--- config.mk ---
export PLATFORM = sky130hd
export DESIGN_NAME = inst_fetch_bridge
export DESIGN_NICKNAME = d
export VERILOG_FILES = /design/src/rtl/inst_fetch_bridge_pkg.sv /design/src/rtl/inst_fetch_bridge_hold_buf.sv /design/src/rtl/inst_fetch_bridge.sv
export SDC_FILE = /design/constraint.sdc
export NUM_CORES = 1
export LEC_CHECK = 0
export CORE_AREA = 2 2 83 85
export CTS_BUF_LIST = sky130_fd_sc_hd__clkbuf_8
export CTS_CLUSTER_SIZE = 30
export DETAILED_ROUTE_END_ITERATION = 6
export DIE_AREA = 0 0 85 87
export PLACE_DENSITY_LB_ADDON = 0.3
export SLEW_MARGIN = 10
export SYNTH_ARGS = -nofsm -noshare
export SYNTH_HDL_FRONTEND = slang
export SYNTH_SLANG_ARGS = --single-unit
--- constraint.sdc ---
create_clock -name clk -period 1.61 [get_ports clk]
set_clock_uncertainty 0.1 [all_clocks]
set_input_delay 0.322 -clock clk [delete_from_list [all_inputs] [get_ports clk]]
set_output_delay 0.322 -clock clk [all_outputs]
set_load 0.05 [all_outputs]
--- src/rtl/inst_fetch_bridge_pkg.sv ---
`default_nettype none
// ============================================================================
// Module      : inst_fetch_bridge_pkg
// Description : Shared definitions for the fetch-side instruction bridge:
//               FSM state encoding and the default bubble instruction.
// Revision    : 1.0 - initial release
// ============================================================================
package inst_fetch_bridge_pkg;

    // Bubble driven on the instruction bus whenever no valid fetch is present
    localparam logic [31:0] c_NOP_INSTR = 32'h0000_0000;

    typedef enum logic [1:0] {
        ST_IDLE = 2'd0,   // no transaction, waiting for a fetch request
        ST_REQ  = 2'd1,   // request on the bus, waiting for address accept
        ST_WAIT = 2'd2,   // address accepted, waiting for read data
        ST_HOLD = 2'd3    // word returned while decode stalled; held locally
    } fetchState_t;

endpackage : inst_fetch_bridge_pkg
`default_nettype wire

--- src/rtl/inst_fetch_bridge_hold_buf.sv ---
`default_nettype none
// ============================================================================
// Module      : inst_fetch_bridge_hold_buf
// Description : Instruction hold buffer. A 32-bit enable register that
//               captures the returned word while decode is stalled.
// Ports       : clk      - system clock
//               rst      - asynchronous active-low reset (loads RESET_VAL)
//               i_en     - load enable
//               i_d      - data in
//               o_q      - registered data out
// Revision    : 1.0 - initial release
// ============================================================================
module inst_fetch_bridge_hold_buf #(
    parameter logic [31:0] RESET_VAL = 32'h0000_0000
) (
    input  logic        clk,
    input  logic        rst,
    input  logic        i_en,
    input  logic [31:0] i_d,
    output logic [31:0] o_q
);

    logic [31:0] r_q;

    always_ff @(posedge clk or negedge rst) begin
        if (!rst) begin
            r_q <= RESET_VAL;
        end else if (i_en) begin
            r_q <= i_d;
        end
    end

    assign o_q = r_q;

endmodule : inst_fetch_bridge_hold_buf
`default_nettype wire

--- src/rtl/inst_fetch_bridge.sv ---
`default_nettype none
// ============================================================================
// Module      : inst_fetch_bridge
// Description : Fetch-side bridge between the PC register and an SRAM-like
//               instruction port (req / addr_ok / data_ok). At most one
//               transaction is outstanding. Returned words go straight to the
//               F->D register, or into a hold buffer while decode stalls.
//               Responses made stale by a redirect are discarded.
// Ports       : clk, rst (async active-low)
//               pcF, fetch_en, pipe_stall, flush  - pipeline side inputs
//               instrF, instr_valid, fetch_stall, adelF - pipeline outputs
//               inst_req, inst_addr               - SRAM request
//               inst_addr_ok, inst_data_ok, inst_rdata - SRAM response
// Config      : FETCH_ADDR_CHECK_EN - when defined, a misaligned pcF is never
//               requested; a one-cycle adelF/instr_valid bubble is produced
//               instead. When undefined adelF is tied low.
// Revision    : 1.0 - initial release
// ============================================================================
module inst_fetch_bridge
    import inst_fetch_bridge_pkg::*;
#(
    parameter logic [31:0] NOP_INSTR = c_NOP_INSTR
) (
    input  logic        clk,
    input  logic        rst,
    input  logic [31:0] pcF,
    input  logic        fetch_en,
    input  logic        pipe_stall,
    input  logic        flush,
    output logic [31:0] instrF,
    output logic        instr_valid,
    output logic        fetch_stall,
    output logic        adelF,
    output logic        inst_req,
    output logic [31:0] inst_addr,
    input  logic        inst_addr_ok,
    input  logic        inst_data_ok,
    input  logic [31:0] inst_rdata
);

    fetchState_t r_state;
    fetchState_t w_stateNext;
    logic        r_discard;
    logic        w_discardNext;
    logic        w_holdEn;
    logic [31:0] w_holdQ;
    logic        w_deliver;
    logic        w_adel;

    inst_fetch_bridge_hold_buf #(
        .RESET_VAL (NOP_INSTR)
    ) u_holdBuf (
        .clk  (clk),
        .rst  (rst),
        .i_en (w_holdEn),
        .i_d  (inst_rdata),
        .o_q  (w_holdQ)
    );

    always_ff @(posedge clk or negedge rst) begin
        if (!rst) begin
            r_state   <= ST_IDLE;
            r_discard <= 1'b0;
        end else begin
            r_state   <= w_stateNext;
            r_discard <= w_discardNext;
        end
    end

    always_comb begin
        w_stateNext   = r_state;
        w_discardNext = r_discard;
        w_holdEn      = 1'b0;
        w_deliver     = 1'b0;
        w_adel        = 1'b0;
        inst_req      = 1'b0;
        instr_valid   = 1'b0;
        instrF        = NOP_INSTR;

        case (r_state)
            ST_IDLE: begin
                if (fetch_en) begin
                    w_stateNext = ST_REQ;
                end
            end

            ST_REQ: begin
`ifdef FETCH_ADDR_CHECK_EN
                if (pcF[1:0] != 2'b00) begin
                    // Misaligned: never reaches the bus; hand decode a bubble
                    // tagged with the address error, unless redirected away.
                    w_adel      = ~flush;
                    instr_valid = ~flush;
                    w_deliver   = ~flush;
                    w_stateNext = ST_IDLE;
                end else
`endif
                begin
                    inst_req = 1'b1;
                    if (inst_addr_ok) begin
                        w_stateNext = ST_WAIT;
                        // Accepted address belongs to the old PC stream
                        if (flush) begin
                            w_discardNext = 1'b1;
                        end
                    end
                end
            end

            ST_WAIT: begin
                if (flush) begin
                    w_discardNext = 1'b1;
                end
                if (inst_data_ok) begin
                    if (r_discard || flush) begin
                        w_discardNext = 1'b0;
                        w_stateNext   = fetch_en ? ST_REQ : ST_IDLE;
                    end else if (pipe_stall) begin
                        w_holdEn    = 1'b1;
                        w_stateNext = ST_HOLD;
                    end else begin
                        instrF      = inst_rdata;
                        instr_valid = 1'b1;
                        w_deliver   = 1'b1;
                        w_stateNext = fetch_en ? ST_REQ : ST_IDLE;
                    end
                end
            end

            ST_HOLD: begin
                if (flush) begin
                    w_stateNext = ST_REQ;
                end else begin
                    instrF      = w_holdQ;
                    instr_valid = 1'b1;
                    if (!pipe_stall) begin
                        w_stateNext = fetch_en ? ST_REQ : ST_IDLE;
                    end
                end
            end

            default: begin
                w_stateNext = ST_IDLE;
            end
        endcase
    end

    assign inst_addr   = pcF;
    assign adelF       = w_adel;
    assign fetch_stall = ~(w_deliver | (r_state == ST_HOLD));

endmodule : inst_fetch_bridge
`default_nettype wire
==> results.sh <==
export IMPL_cts_buffers=5
export IMPL_ant_nets=0
export IMPL_drt_iter0_drc=28
export IMPL_h_tree_depth=2
export IMPL_power_density_nw_per_um2=1299
export IMPL_drv_slew=0
export IMPL_die_h_um=87
export IMPL_hold_viol_final=0
export IMPL_clk_path_buf_depth=2
export IMPL_cap_violations=0
export IMPL_vias_per_cell=4.900
export IMPL_min_period_ns=2.118
export IMPL_power_switching_uw=1718
export IMPL_ff2ff_setup_slack_ns=-0.38
export IMPL_grt_pass1_wl_mm=9.225
export IMPL_synthSimpleGateAreaFrac=0.03991
export IMPL_gp_congestion=0.8395
export IMPL_worstSetupPathType="reg2out"
export IMPL_cp_start_kind="register"
export IMPL_p_leak_uw=0.001890
export IMPL_diodes=0
export IMPL_multi_input_area_um2=1199
export IMPL_antenna_found_initial=0
export IMPL_synth_top_family_by_area="multiplexers"
export IMPL_drc=0
export IMPL_clockPowerShare=0.162
export IMPL_area_growth_synth_to_final_pct=81.57
export IMPL_syn_inst=167
export IMPL_final_util=0.5893
export IMPL_synth_compound_area_frac=0.1502
export IMPL_fillers=485
export IMPL_setup_ws_ns=-0.5079
export IMPL_layout_cells_non_filler=319
export IMPL_synth_distinct_cells=26
export IMPL_dp_cells=294
export IMPL_start_util=0.3246
export IMPL_pin_count=139
export IMPL_dieArea_um2=7395
export IMPL_arrival_ns=1.70
export IMPL_rr_startpoint="r_state[1]$_DFFE_PN0P_"
export IMPL_root_buffer="clkbuf_8"
export IMPL_synth_xor_area_frac=0
export IMPL_swShare=0.3416
export IMPL_power_internal_uw=3311
export IMPL_path_clk_slew_ns=0.07
export IMPL_synth_area_mux_share=0.2265
export IMPL_fin_crit_sh=1.315
export IMPL_core_area_um2=6569
export IMPL_grt_setup_unrepaired="true"
export IMPL_required_ns=1.19
export IMPL_final_common_cell="buf_12"
export IMPL_cts_tree="yes"
export IMPL_ir_worst_vdd_mv=1.073
export IMPL_status="complete, but fails checks"
export IMPL_regArea_um2=878.3
export IMPL_synth_seq_cells=35
export IMPL_final_net_count=309
export IMPL_power_frac_comb=0.520
export IMPL_grt_pass1_vias=1727
export IMPL_violations="negative setup slack"
export IMPL_finalSetupViolCount=67
export IMPL_final_cell_mix="43 x buf_12, 34 x clkdlybuf4s50_1, 33 x dfrtp_1"
export IMPL_avgSynthCellArea_um2=12.77
export IMPL_insertion_delay_ns=0.28
export IMPL_r2r_end="u_holdBuf.o_q[11]$_DFFE_PN0P_"
export IMPL_die_w_um=85
export IMPL_yosysWarnings=0
export IMPL_path_max_fanout=7
export IMPL_routed_wl_mm=5.663
export IMPL_power_share_sequential=0.319
export IMPL_firstDrtPassIters=4
export IMPL_hold_class="in2async"
export IMPL_portBuffers=73
export IMPL_dpl_hpwl_mm=3.883
export IMPL_placementRows=30
export IMPL_via_count=1563
export IMPL_track_usage=0.1599
export IMPL_synth_fa_ha_area_frac=0
export IMPL_synth_nets=238
export IMPL_syn_area_um2=2132
export IMPL_critPathCaptureType="output pin"
export IMPL_grt_max_degree=19
export IMPL_wire_per_inst_um=17.75
export IMPL_drive_above_1_share=0.6402
export IMPL_max_freq_mhz=472.2
export IMPL_reg2reg_depth=7
export IMPL_overflow=0
export IMPL_ys_seq_area_frac=0.4108
export IMPL_cts_sinks=35
[power groups by stage]
stage          Clock [uW]  Combinational [uW]  Sequential, uW
2_1_floorplan           0                1760            1530
5_1_grt               893                2760            1650
3_5_place_dp            0                2450            1600
3_3_place_gp            0                2420            1590
6_report              813                2610            1600
4_1_cts               842                2530            1600
[synthesized netlist by cell type]
cell	count	area (um2)
clkbuf_1	2	7.510
a31oi_1	1	6.260
mux2_2	2	22.52
o32a_1	1	10.01
a21oi_1	2	10.01
dfrtp_1	35	875.8
buf_4	33	247.7
and2b_2	1	8.760
inv_1	2	7.510
nand2b_1	2	12.51
buf_12	3	60.06
nor2_1	4	15.01
or2_2	1	6.260
o21ai_0	1	5.000
buf_6	1	11.26
and3_2	1	7.510
buf_2	6	30.03
a22o_1	32	280.3
a2bb2oi_1	1	8.760
mux2i_1	1	10.01
or3_1	1	6.260
nand3b_2	1	11.26
nor4_2	1	12.51
nor3_1	1	5.000
conb_1	1	3.750
mux2_4	30	450.4
[cell type report]
cell class / count / area share
clock inverters: 2 / 0.009050
well taps: 80 / 0.02586
flip-flops and latches: 35 / 0.2269
repair buffers: 109 / 0.4053
clock buffers: 6 / 0.02133
inverters: 2 / 0.001939
multi-input cells: 85 / 0.3096
[per-layer routing]
| layer | up-vias | GRT usage | share of wire |
|---|---|---|---|
| li1 | 723 | - | - |
| met1 | 746 | 0.2089 | 0.43 |
| met2 | 65 | 0.2429 | 0.46 |
| met3 | 29 | 0.05024 | 0.072 |
| met4 | 0 | 0.07215 | 0.031 |
| met5 | - | 0 | 0 |
[worst max-delay path: stages, from the launching register on]
cell and delay, ns:
dfrtp_2 0.44, nor4_4 0.31, buf_6 0.19, buf_12 0.11, buf_12 0.11, a22o_4 0.14, buf_12 0.13
[worst max path at each step]
stage | start | endpoint | slack (ns) | cells past startpoint
floorplan | r_state[0]$_DFFE_PN0P_ | instrF[0] | -0.19 | 4
global placement | pipe_stall | instrF[14] | -0.68 | 5
detailed placement | pipe_stall | instrF[0] | -0.71 | 6
CTS | r_state[1]$_DFFE_PN0P_ | instrF[23] | -0.61 | 7
global route | r_state[1]$_DFFE_PN0P_ | instrF[13] | -0.57 | 7
finish | r_discard$_DFFE_PN0P_ | instrF[23] | -0.51 | 6
[metrics by stage]
stage	TNS [ns]	power, uW	cell area (um2)	setup slack [ns]	hold slack, ns
2_1_floorplan	-8.060	3285	2449	-0.1879	-0.07359
3_3_place_gp	-42.03	4008	3443	-0.6757	0.1918
3_5_place_dp	-44.76	4045	3443	-0.7111	0.1971
4_1_cts	-25.64	4979	3789	-0.6083	0.4316
5_1_grt	-31.39	5298	3871	-0.5740	0.4548
6_report	-26.88	5029	3871	-0.5079	0.4200
[what timing repair did]
| action | CTS | global route |
|---|---|---|
| resized for setup | 16 | 6 |
| endpoints found under the hold margin | 17 | 0 |
| pin swaps | 23 | 3 |
| gates cloned | 4 | 1 |
| hold buffers | 1 | 0 |
| setup buffers | 6 | 5 |
| endpoints found under the setup margin | 67 | 67 |
[kinds of logic after synthesis]
| kind of cell | Yosys count |
|---|---|
| buffers and inverters | 47 |
| and+or+nand+nor | 13 |
| AOI/OAI and AO/OA | 38 |
| muxes | 33 |
| DFF | 35 |
| other | 1 |
[registers in the layout, summed over array words and instances (netlist names)]
name           flops
u_holdBuf.o_q     32
r_state            2
r_discard          1
Note: power is estimated with default switching activity, not from simulation.
